File: src/rtl/regincr_arb_pkg.sv
// Shared types and helpers for the round-robin registered-incrementer arbiter.
//   reqid_t    : requester tag carried down the pipeline
//   REQ0/REQ1  : tag values for the two requesters
//   NUM_REQ    : number of requesters sharing the pipeline
//   ptr_width  : index width for a buffer of n entries (never less than 1)
package regincr_arb_pkg;

  typedef logic [0:0] reqid_t;

  localparam reqid_t REQ0 = 1'b0;
  localparam reqid_t REQ1 = 1'b1;

  localparam int unsigned NUM_REQ = 2;

  function automatic int unsigned ptr_width(input int unsigned n);
    return (n < 2) ? 1 : $clog2(n);
  endfunction

endpackage

File: src/rtl/regincr_pipe_arbiter_if.sv
// One val/rdy channel carrying a p_bitwidth operand or result.
//   val : producer has a message      (master -> slave)
//   msg : message payload             (master -> slave)
//   rdy : consumer can take a message (slave -> master)
interface regincr_pipe_arbiter_if #(
  parameter int unsigned p_bitwidth = 8
);

  logic                  val;
  logic                  rdy;
  logic [p_bitwidth-1:0] msg;

  modport master (output val, output msg, input rdy);
  modport slave  (input val, input msg, output rdy);

endinterface

File: src/rtl/regincr_resp_fifo.sv
// Per-requester response buffer (circular, p_depth entries).
//   clk, reset     : clock, asynchronous active-low reset
//   push/push_data : write an entry (dropped when full without a pop)
//   pop            : retire the head entry
//   head           : current head entry (don't-care when empty)
//   empty/full     : occupancy flags
//   occupancy      : number of stored entries, 0..p_depth
module regincr_resp_fifo
  import regincr_arb_pkg::*;
#(
  parameter  int unsigned p_depth    = 2,
  parameter  int unsigned p_bitwidth = 8,
  localparam int unsigned OW         = $clog2(p_depth + 1)
) (
  input  logic                  clk,
  input  logic                  reset,
  input  logic                  push,
  input  logic [p_bitwidth-1:0] push_data,
  input  logic                  pop,
  output logic [p_bitwidth-1:0] head,
  output logic                  empty,
  output logic                  full,
  output logic [OW-1:0]         occupancy
);

  localparam int unsigned PW = ptr_width(p_depth);

  logic [p_bitwidth-1:0] mem [p_depth];
  logic [PW-1:0]         rd_ptr;
  logic [PW-1:0]         wr_ptr;
  logic [OW-1:0]         count;
  logic                  do_push;
  logic                  do_pop;

  function automatic logic [PW-1:0] ptr_inc(input logic [PW-1:0] p);
    return (p == PW'(p_depth - 1)) ? '0 : p + PW'(1);
  endfunction

  assign empty     = (count == '0);
  assign full      = (count == OW'(p_depth));
  assign occupancy = count;
  assign head      = mem[rd_ptr];

  // A pop frees the head slot in the same edge, so push is allowed when full.
  assign do_pop  = pop & ~empty;
  assign do_push = push & (~full | do_pop);

  // Pointers and occupancy.
  always_ff @(posedge clk or negedge reset) begin
    if (!reset) begin
      rd_ptr <= '0;
      wr_ptr <= '0;
      count  <= '0;
    end else begin
      if (do_pop)  rd_ptr <= ptr_inc(rd_ptr);
      if (do_push) wr_ptr <= ptr_inc(wr_ptr);
      count <= count + OW'(do_push) - OW'(do_pop);
    end
  end

  // Storage needs no reset; empty entries are never presented.
  always_ff @(posedge clk) begin
    if (do_push) mem[wr_ptr] <= push_data;
  end

endmodule

File: src/rtl/regincr_pipe_arbiter.sv
// Round-robin scheduler sharing one p_nstages-deep +1 pipeline between two
// val/rdy requesters; results return on per-requester response ports.
//   clk, reset   : clock, asynchronous active-low reset
//   req0, req1   : request channels (operand in)
//   resp0, resp1 : response channels (operand + p_nstages out)
module regincr_pipe_arbiter
  import regincr_arb_pkg::*;
#(
  parameter int unsigned p_nstages  = 2,
  parameter int unsigned p_bitwidth = 8,
  parameter int unsigned p_depth    = 2
) (
  input  logic                   clk,
  input  logic                   reset,
  regincr_pipe_arbiter_if.slave  req0,
  regincr_pipe_arbiter_if.slave  req1,
  regincr_pipe_arbiter_if.master resp0,
  regincr_pipe_arbiter_if.master resp1
);

  localparam int unsigned DW = p_bitwidth;
  localparam int unsigned CW = $clog2(p_depth + 1);

  typedef struct packed {
    logic            valid;
    reqid_t          tag;
    logic [DW-1:0]   data;
  } slot_t;

  logic [NUM_REQ-1:0] elig;
  logic [NUM_REQ-1:0] grant_rdy;
  logic [NUM_REQ-1:0] issue;
  logic [NUM_REQ-1:0] pop;
  logic [NUM_REQ-1:0] wb_push;
  logic [NUM_REQ-1:0] fifo_empty;
  logic [NUM_REQ-1:0] fifo_full;
  logic [CW-1:0]      fifo_occ [NUM_REQ];
  reqid_t             ptr;
  reqid_t             grant_id;
  logic [DW-1:0]      issue_msg;
  slot_t              last;

  // Round-robin grant; a requester's rdy never looks at its own val.
  assign grant_rdy[0] = elig[0] & (~req1.val | ~elig[1] | (ptr == REQ0));
  assign grant_rdy[1] = elig[1] & (~req0.val | ~elig[0] | (ptr == REQ1));
  assign req0.rdy     = grant_rdy[0];
  assign req1.rdy     = grant_rdy[1];

  assign issue[0]  = req0.val & grant_rdy[0];
  assign issue[1]  = req1.val & grant_rdy[1];
  assign pop[0]    = resp0.val & resp0.rdy;
  assign pop[1]    = resp1.val & resp1.rdy;
  assign grant_id  = issue[1] ? REQ1 : REQ0;
  assign issue_msg = issue[1] ? req1.msg : req0.msg;

  // Priority flips to the other requester after each grant.
  always_ff @(posedge clk or negedge reset) begin
    if (!reset)        ptr <= REQ0;
    else if (issue[0]) ptr <= REQ1;
    else if (issue[1]) ptr <= REQ0;
  end

  // Credits cover both buffered and in-flight results, so no push can overflow.
  for (genvar i = 0; i < int'(NUM_REQ); i++) begin : g_credit
    logic [CW-1:0] cnt;

    always_ff @(posedge clk or negedge reset) begin
      if (!reset)                 cnt <= '0;
      else if (issue[i] && !pop[i]) cnt <= cnt + CW'(1);
      else if (!issue[i] && pop[i]) cnt <= cnt - CW'(1);
    end

    // Gated by reset so rdy is low while reset is held.
    assign elig[i] = reset & (cnt < CW'(p_depth));

    a_no_overflow: assert property (@(posedge clk) disable iff (!reset)
      !(wb_push[i] && fifo_full[i] && !pop[i]));
    a_credit_covers: assert property (@(posedge clk) disable iff (!reset)
      fifo_occ[i] <= cnt);
  end

  // Stage k+1 holds operand + k + 1; only the valid bits are reset.
  for (genvar k = 0; k < int'(p_nstages); k++) begin : g_stage
    logic          valid;
    reqid_t        tag;
    logic [DW-1:0] data;
    logic          in_valid;
    reqid_t        in_tag;
    logic [DW-1:0] in_data;

    if (k == 0) begin : g_src
      assign in_valid = |issue;
      assign in_tag   = grant_id;
      assign in_data  = issue_msg;
    end else begin : g_src
      assign in_valid = g_stage[k-1].valid;
      assign in_tag   = g_stage[k-1].tag;
      assign in_data  = g_stage[k-1].data;
    end

    always_ff @(posedge clk or negedge reset) begin
      if (!reset) valid <= 1'b0;
      else        valid <= in_valid;
    end

    always_ff @(posedge clk) begin
      tag  <= in_tag;
      data <= in_data + DW'(1);
    end
  end

  assign last = '{valid: g_stage[p_nstages-1].valid,
                  tag:   g_stage[p_nstages-1].tag,
                  data:  g_stage[p_nstages-1].data};

  // Writeback demux by tag.
  assign wb_push[0] = last.valid & (last.tag == REQ0);
  assign wb_push[1] = last.valid & (last.tag == REQ1);

  regincr_resp_fifo #(.p_depth(p_depth), .p_bitwidth(DW)) u_fifo0 (
    .clk       (clk),
    .reset     (reset),
    .push      (wb_push[0]),
    .push_data (last.data),
    .pop       (pop[0]),
    .head      (resp0.msg),
    .empty     (fifo_empty[0]),
    .full      (fifo_full[0]),
    .occupancy (fifo_occ[0])
  );

  regincr_resp_fifo #(.p_depth(p_depth), .p_bitwidth(DW)) u_fifo1 (
    .clk       (clk),
    .reset     (reset),
    .push      (wb_push[1]),
    .push_data (last.data),
    .pop       (pop[1]),
    .head      (resp1.msg),
    .empty     (fifo_empty[1]),
    .full      (fifo_full[1]),
    .occupancy (fifo_occ[1])
  );

  assign resp0.val = ~fifo_empty[0];
  assign resp1.val = ~fifo_empty[1];

endmodule

File: src/flat_wrapper.sv
// flat-port wrapper written by rule: the top's interface ports become plain ports
module regincr_pipe_arbiter_flat import regincr_arb_pkg::*;
#(
  parameter int unsigned p_nstages  = 2,
  parameter int unsigned p_bitwidth = 8,
  parameter int unsigned p_depth    = 2
)
  (clk, reset, req0_val, req0_msg, req0_rdy, req1_val, req1_msg, req1_rdy, resp0_val, resp0_msg, resp0_rdy, resp1_val, resp1_msg, resp1_rdy);
  regincr_pipe_arbiter_if #(.p_bitwidth(p_bitwidth)) req0_i ();
  regincr_pipe_arbiter_if #(.p_bitwidth(p_bitwidth)) req1_i ();
  regincr_pipe_arbiter_if #(.p_bitwidth(p_bitwidth)) resp0_i ();
  regincr_pipe_arbiter_if #(.p_bitwidth(p_bitwidth)) resp1_i ();
  input  logic clk;
  input  logic reset;
  input wire logic [$bits(req0_i.val)-1:0] req0_val;
  input wire logic [$bits(req0_i.msg)-1:0] req0_msg;
  output wire logic [$bits(req0_i.rdy)-1:0] req0_rdy;
  input wire logic [$bits(req1_i.val)-1:0] req1_val;
  input wire logic [$bits(req1_i.msg)-1:0] req1_msg;
  output wire logic [$bits(req1_i.rdy)-1:0] req1_rdy;
  output wire logic [$bits(resp0_i.val)-1:0] resp0_val;
  output wire logic [$bits(resp0_i.msg)-1:0] resp0_msg;
  input wire logic [$bits(resp0_i.rdy)-1:0] resp0_rdy;
  output wire logic [$bits(resp1_i.val)-1:0] resp1_val;
  output wire logic [$bits(resp1_i.msg)-1:0] resp1_msg;
  input wire logic [$bits(resp1_i.rdy)-1:0] resp1_rdy;
  assign req0_i.val = req0_val;
  assign req0_i.msg = req0_msg;
  assign req0_rdy = req0_i.rdy;
  assign req1_i.val = req1_val;
  assign req1_i.msg = req1_msg;
  assign req1_rdy = req1_i.rdy;
  assign resp0_val = resp0_i.val;
  assign resp0_msg = resp0_i.msg;
  assign resp0_i.rdy = resp0_rdy;
  assign resp1_val = resp1_i.val;
  assign resp1_msg = resp1_i.msg;
  assign resp1_i.rdy = resp1_rdy;
  regincr_pipe_arbiter #(.p_nstages(p_nstages), .p_bitwidth(p_bitwidth), .p_depth(p_depth)) u_core (.clk(clk), .reset(reset), .req0(req0_i), .req1(req1_i), .resp0(resp0_i), .resp1(resp1_i));
endmodule
File: config.mk
export PLATFORM = sky130hd
export DESIGN_NAME = regincr_pipe_arbiter_flat
export DESIGN_NICKNAME = d
export VERILOG_FILES = /design/src/rtl/regincr_arb_pkg.sv /design/src/rtl/regincr_pipe_arbiter_if.sv /design/src/rtl/regincr_resp_fifo.sv /design/src/rtl/regincr_pipe_arbiter.sv /design/src/flat_wrapper.sv
export SDC_FILE = /design/constraint.sdc
export NUM_CORES = 1
export LEC_CHECK = 0
export CAP_MARGIN = 20
export CORE_UTILIZATION = 53
export DETAILED_ROUTE_END_ITERATION = 10
export PLACE_DENSITY = 0.77
export SLEW_MARGIN = 20
export SYNTH_ARGS = -nofsm -noshare
export SYNTH_HDL_FRONTEND = slang
export SYNTH_SLANG_ARGS = --single-unit
File: constraint.sdc
create_clock -name clk -period 2.65 [get_ports clk]
set_input_delay 0.3975 -clock clk [delete_from_list [all_inputs] [get_ports clk]]
set_output_delay 0.3975 -clock clk [all_outputs]
set_load 0.03 [all_outputs]
==> metrics, run 1 <==
initial DRC count=66; vias in the first global route=1596; hpwl dp=3020 um; outcome=finished clean; Setup WS post-layout=0.314 ns; Pre-Repair DR Iteration Count=4; placed insts=306; most frequent cells in the layout=clkdlybuf4s50_1 (39), edfxtp_1 (32), xnor2_1 (20); routed wire length=4120 um; Leak=1.32 nW; FILL cells=351; Die Height=72.7 um; most common cell after layout, fill and taps aside=clkdlybuf4s50_1; Seq/Total Area, Yosys=64.1%; Remaining DRCs=0; overall power=3.55 mW; IO Pins=42; crit share post-route=88.2%; Initial Utilization=55.7%; CTS clk-pin slew, worst paths=0.07 ns; worst-skew pair later-pin latency=0.33 ns; number of diodes=0; Comb pwr share=30.3%; Die W=72.7 um; Layout Nets=280; RePlAce Congestion=0.813; # rows=25; Port-buffer cells=41; grt total ovfl=0; Final setup viols=0; CTS tree=done; number of routed nets with antenna violations=0; Avg Cell Area, Syn=13.6 um2; first-pass GRT wire length=7250 um; YS warnings=0; Crit path required time=2.25 ns; Slew headroom=71.6%; CP top delay family=flip-flops; WS Path Type=reg2out; # hold bufs at CTS=0; leading area contributor after synthesis=edfxtp_1; synthesized area=2650 um2; switching fraction of total power=31.8%; Final Instance Count excl. Fillers=322; post-CTS setup buffer count=0; post-synth top area share=36.3%; leading post-synthesis cells by cell area=edfxtp_1 (36%), dfrtp_1 (14%), dfxtp_1 (14%), mux2_2 (7.7%), xnor2_1 (6.6%); Tightest Pin Transition=0.426 ns; Max VDD drop=0.604 mV; minimum clock period=2.34 ns; CTS H-Tree Depth=3; internal power=2.42 mW; Sinks on Clock Net=65; area of the multi-input gates=890 um2; GR Util All Layers=19.3%; Syn Inst Count=194; RSZ-0062 raised after global routing=no; clock buffer depth=2; WL/cell=12.8 um; Critical-path top delay cell=dfrtp_1; Post-CTS Resized=0; CTS Root Cell=clkbuf_8; total CTS buffers=9; Unique masters post-synth=27; CP Capture Type=output port; Core ar.=4750 um2; setup TNS=0 ns; number of synthesized register bits=65; FF/Latch Area=1700 um2; worst path buffer plus inverter count=1; share of post-route cells with drive strength above 1=19.2%; critical path cell sequence=mux2_2 > clkdlybuf4s50_1; Worst Skew=0.0108 ns; area grow syn2layout=28.3%; initial antenna violation count=0; Max Cap Violations=0; Crit path largest cell delay=0.61 ns; part of the power in registers=43.7%; largest net degree at the start of global routing=18; crit-path max FO=9; PD cells=1050 nW/um2; Arrival @ worst endpoint=1.94 ns; die area=5280 um2; Tightest Hold Check Type=reg2reg; Clk network pwr share=26.1%; vias=1555; dpl ws=0.263 ns; Startpoint Class=register; WHS=0.327 ns; final hold vios=0; Synth Net Count=224; Vias per Instance=4.83; Net Switching=1.13 mW; fmax=428 MHz; Final Max Tran Viols=0
[state kept, by name, summed over array words and instances, names as in the netlist, 2 cells and up]
register	flops
u_core.g_stage.data	16
u_core.u_fifo0.mem	16
u_core.u_fifo1.mem	16
u_core.g_credit.cnt	4
u_core.g_stage.tag	2
u_core.g_stage.valid	2
u_core.u_fifo0.occupancy	2
u_core.u_fifo1.occupancy	2
[stage by stage]
step | utilization, % | cell area (um2)
after global placement | 66.7 | 3170
after CTS | 71.4 | 3390
after global routing | 71.4 | 3390
after detailed placement | 66.7 | 3170
final | 71.4 | 3390
after floorplan | - | 2650
[power groups by stage]
stage,clock (mW),combinational (mW),sequential (mW)
6_report,0.925,1.07,1.55
5_1_grt,1.00,1.18,1.59
4_1_cts,0.954,1.09,1.55
3_5_place_dp,0,1.08,1.58
3_3_place_gp,0,1.07,1.56
2_1_floorplan,0,0.801,1.47
[layout make-up]
class / instances / share of cell area (%)
inverter: 11 / 1.22
tap: 67 / 2.47
clock buffer: 9 / 3.65
clock inverter: 7 / 2.99
multi-input combinational: 115 / 26.2
sequential: 65 / 50.0
timing repair buffer: 48 / 13.5
[cells in the mapped netlist]
cell       n
xnor2_1   20
nand3b_1   2
nand3_1    8
dfxtp_1   18
and3_1     2
nor3_1     2
and3b_2    1
a21oi_1    2
buf_6      1
nand2_1   15
a311oi_1   1
edfxtp_1  32
o21ai_0    2
o22ai_1    1
ha_1       8
nor4_1     1
nor2_1    13
xor2_1     9
a211oi_2   1
or3b_1     1
inv_1     11
nor3b_4    1
mux2i_1    4
or2_2      3
dfrtp_1   15
clkbuf_1   2
mux2_2    18
[final timing paths]
kind,startpoint,to,slack (ns),cells after the start
setup / recovery,u_core.u_fifo1.rd_ptr$_DFFE_PN0N_,resp1_msg[1],0.31,2
hold / removal,u_core.g_stage[0].tag$_DFF_P_,u_core.g_stage[1].tag$_DFF_P_,0.33,0
setup reg to reg,u_core.g_credit[1].cnt[1]$_DFFE_PN0P_,u_core.g_stage[0].data[6]$_DFF_P_,0.71,8
hold reg to reg,u_core.g_stage[0].tag$_DFF_P_,u_core.g_stage[1].tag$_DFF_P_,0.33,0
max in group asynchronous,reset,u_core.g_stage[0].valid$_DFF_PN0_,2.02,2
min in group asynchronous,reset,u_core.u_fifo0.occupancy[1]$_DFF_PN0_,0.44,2
[per-layer routing]
layer	GRT usage, %	part of all wire, %
met4	7.84	1.3
met2	33.3	50
met3	7.18	3.9
met1	21.4	45
met5	0	0
[worst register-to-register path, delay by kind of cell, from the launching register on]
family	cells	cell delay (ns)
fa+ha+maj	1	0.24
flops	1	0.41
simple gates	4	0.60
mux	2	0.46
xor+xnor	1	0.13
[cells by family after synthesis]
kind of cell	after synthesis	synth area share [%]
xor+xnor	29	9.60
mux	22	9.17
flops	65	64.1
fa+ha+maj	8	3.78
simple gates	49	9.27
compound gates	7	1.80
buf+inv	14	2.27
No activity file was read; power rests on OpenSTA's default activity.
==> inputs of run 2 (changes only) <==
--- a/config.mk
+++ b/config.mk
@@ -8,7 +8,7 @@
 export CAP_MARGIN = 20
 export CORE_UTILIZATION = 53
 export DETAILED_ROUTE_END_ITERATION = 10
-export PLACE_DENSITY = 0.77
+export PLACE_DENSITY = 0.8
 export SLEW_MARGIN = 20
 export SYNTH_ARGS = -nofsm -noshare
 export SYNTH_HDL_FRONTEND = slang
==> run 2 against run 1 <==
Via count is 2.2% higher. Flip-flop and latch count stayed put. Worst hold slack better by 0.0097 ns. Clock skew is 0.0044 ns lower. Count of clock-buffer cells in the layout increased by 3. Die area unchanged. Clock power is 7.9% lower. Core utilization fell by 0.47 points. Setup slack better by 0.00085 ns. Critical path depth unchanged. Combinational power hardly changed. Register-to-register slack worse by 0.17 ns.
==> metrics, run 2 (synthesis results as in run 1) <==
Worst Skew=0.00633 ns (was 0.0108 ns); final design utilization=70.9% (was 71.4%); CTS Root Cell=clkbuf_8 (unchanged); number of diodes=0 (unchanged); Post-CTS Resized=0 (unchanged); hpwl dp=2940 um (was 3020 um); RePlAce Congestion=0.735 (was 0.813); CTS H-Tree Depth=3 (unchanged); RSZ-0062 raised after global routing=no (unchanged); initial DRC count=71 (was 66); number of routed nets with antenna violations=0 (unchanged); Startpoint Class=register (unchanged); initial antenna violation count=0 (unchanged); worst hold path depth=0 (unchanged); Max Cap Violations=0 (unchanged); total CTS buffers=9 (unchanged); crit share post-route=88.1% (was 88.2%); final hold vios=0 (unchanged); Sinks on Clock Net=65 (unchanged); GR Util All Layers=18.5% (was 19.3%); overall power=3.49 mW (was 3.55 mW); Setup WS post-layout=0.315 ns (was 0.314 ns); Remaining DRCs=0 (unchanged); Vias per Instance=4.93 (was 4.83); Tightest Pin Transition=0.454 ns (was 0.426 ns); area grow syn2layout=27.4% (was 28.3%); most common cell after layout, fill and taps aside=clkdlybuf4s50_1 (unchanged); Slew headroom=69.7% (was 71.6%); most frequent cells in the layout=clkdlybuf4s50_1 (39), edfxtp_1 (32), xnor2_1 (20) (unchanged); CTS tree=done (unchanged); IO Pins=42 (unchanged); crit-path max FO=9 (unchanged); CP Capture Type=output port (unchanged); largest net degree at the start of global routing=18 (unchanged); dpl ws=0.0945 ns (was 0.263 ns); Die Height=72.7 um (unchanged); grt total ovfl=0 (unchanged); vias in the first global route=1534 (was 1596); post-CTS setup buffer count=0 (unchanged); vias=1589 (was 1555); fmax=428 MHz (about the same); Top Registers=u_core.g_stage.data (16), u_core.u_fifo0.mem (16), u_core.u_fifo1.mem (16) (unchanged); worst-skew pair later-pin latency=0.32 ns (was 0.33 ns); setup TNS=0 ns (unchanged); WL/cell=12.9 um (was 12.8 um); WS Path Type=reg2out (unchanged); Worst R2R Path Depth=8 (unchanged); routed wire length=4160 um (was 4120 um); outcome=finished clean (unchanged); # rows=25 (unchanged); Final setup viols=0 (unchanged); CTS clk-pin slew, worst paths=0.07 ns (about the same); share of post-route cells with drive strength above 1=17.3% (was 19.2%); Pre-Repair DR Iteration Count=4 (unchanged); minimum clock period=2.34 ns (about the same); Crit path required time=2.25 ns (about the same); Leak=1.32 nW (about the same); Final Max Tran Viols=0 (unchanged); clock buffer depth=2 (unchanged); die area=5280 um2 (unchanged); Initial Utilization=55.7% (unchanged); Max VDD drop=0.561 mV (was 0.604 mV); reg2reg setup slack=0.54 ns (was 0.71 ns); Tightest Hold Check Type=reg2reg (unchanged); Die W=72.7 um (unchanged); Post-DP Area=3170 um2 (unchanged); PD cells=1030 nW/um2 (was 1050 nW/um2); Port-buffer cells=41 (unchanged); Design Area, Final=3370 um2 (was 3390 um2); # hold bufs at CTS=0 (unchanged); Core ar.=4750 um2 (unchanged); Arrival @ worst endpoint=1.94 ns (about the same); FILL cells=361 (was 351); Layout Nets=280 (unchanged); first-pass GRT wire length=7000 um (was 7250 um)
run 2: changes by cell type in the layout (fill, tap and decap cells not counted), sizes merged:
| cell | previous run | this run |
|---|---|---|
| clkinvlp | 2 | 0 |
| clkbuf | 9 | 12 |
| inv | 13 | 11 |
| clkinv | 1 | 2 |
run 2: worst paths after layout:
| kind | start | endpoint |
|---|---|---|
| max reg2reg | u_core.g_credit[1].cnt[1]$_DFFE_PN0P_ | u_core.g_stage[0].data[6]$_DFF_P_ |
| max in group asynchronous | reset | u_core.u_fifo1.wr_ptr$_DFFE_PN0P_ |
| min in group asynchronous | reset | u_core.g_credit[0].cnt[0]$_DFFE_PN0P_ |
| min | u_core.g_stage[0].tag$_DFF_P_ | u_core.g_stage[1].tag$_DFF_P_ |
| min reg2reg | u_core.g_stage[0].tag$_DFF_P_ | u_core.g_stage[1].tag$_DFF_P_ |
| max | u_core.u_fifo1.rd_ptr$_DFFE_PN0N_ | resp1_msg[6] |
run 2: final cells by class:
class / count / area [um2] / area share, %
inverter: 11 / 41.3 / 1.22
sequential: 65 / 1700 / 50.3
timing repair buffer: 48 / 458 / 13.6
multi-input combinational: 115 / 890 / 26.4
clock buffer: 12 / 135 / 4.01
clock inverter: 4 / 67.6 / 2.00
tap: 67 / 83.8 / 2.49
run 2: worst max-delay path, cell delays in order, from the launching register on:
cell	delay [ns]
dfrtp_1	0.62
mux2_2	0.40
clkdlybuf4s50_1	0.59
run 2: power breakdown:
group	leakage, nW	total [mW]	switching [mW]	internal (mW)
Sequential	0.619	1.56	0.218	1.34
Clock	0.0997	0.852	0.328	0.525
Combinational	0.597	1.08	0.532	0.548
Total	1.32	3.49	1.08	2.41
run 2: per-layer routing:
metal | global-route usage, % | share of wire [%]
met1 | 22.2 | 45
met2 | 30.5 | 49
met3 | 4.14 | 3.7
met4 | 11.1 | 1.7
met5 | 0 | 0
run 2: through the flow:
step	cells	hold WS [ns]
floorplan	194	0.102
global placement	306	0.312
detailed placement	306	0.317
CTS	322	0.338
global route	322	0.347
finish	322	0.337
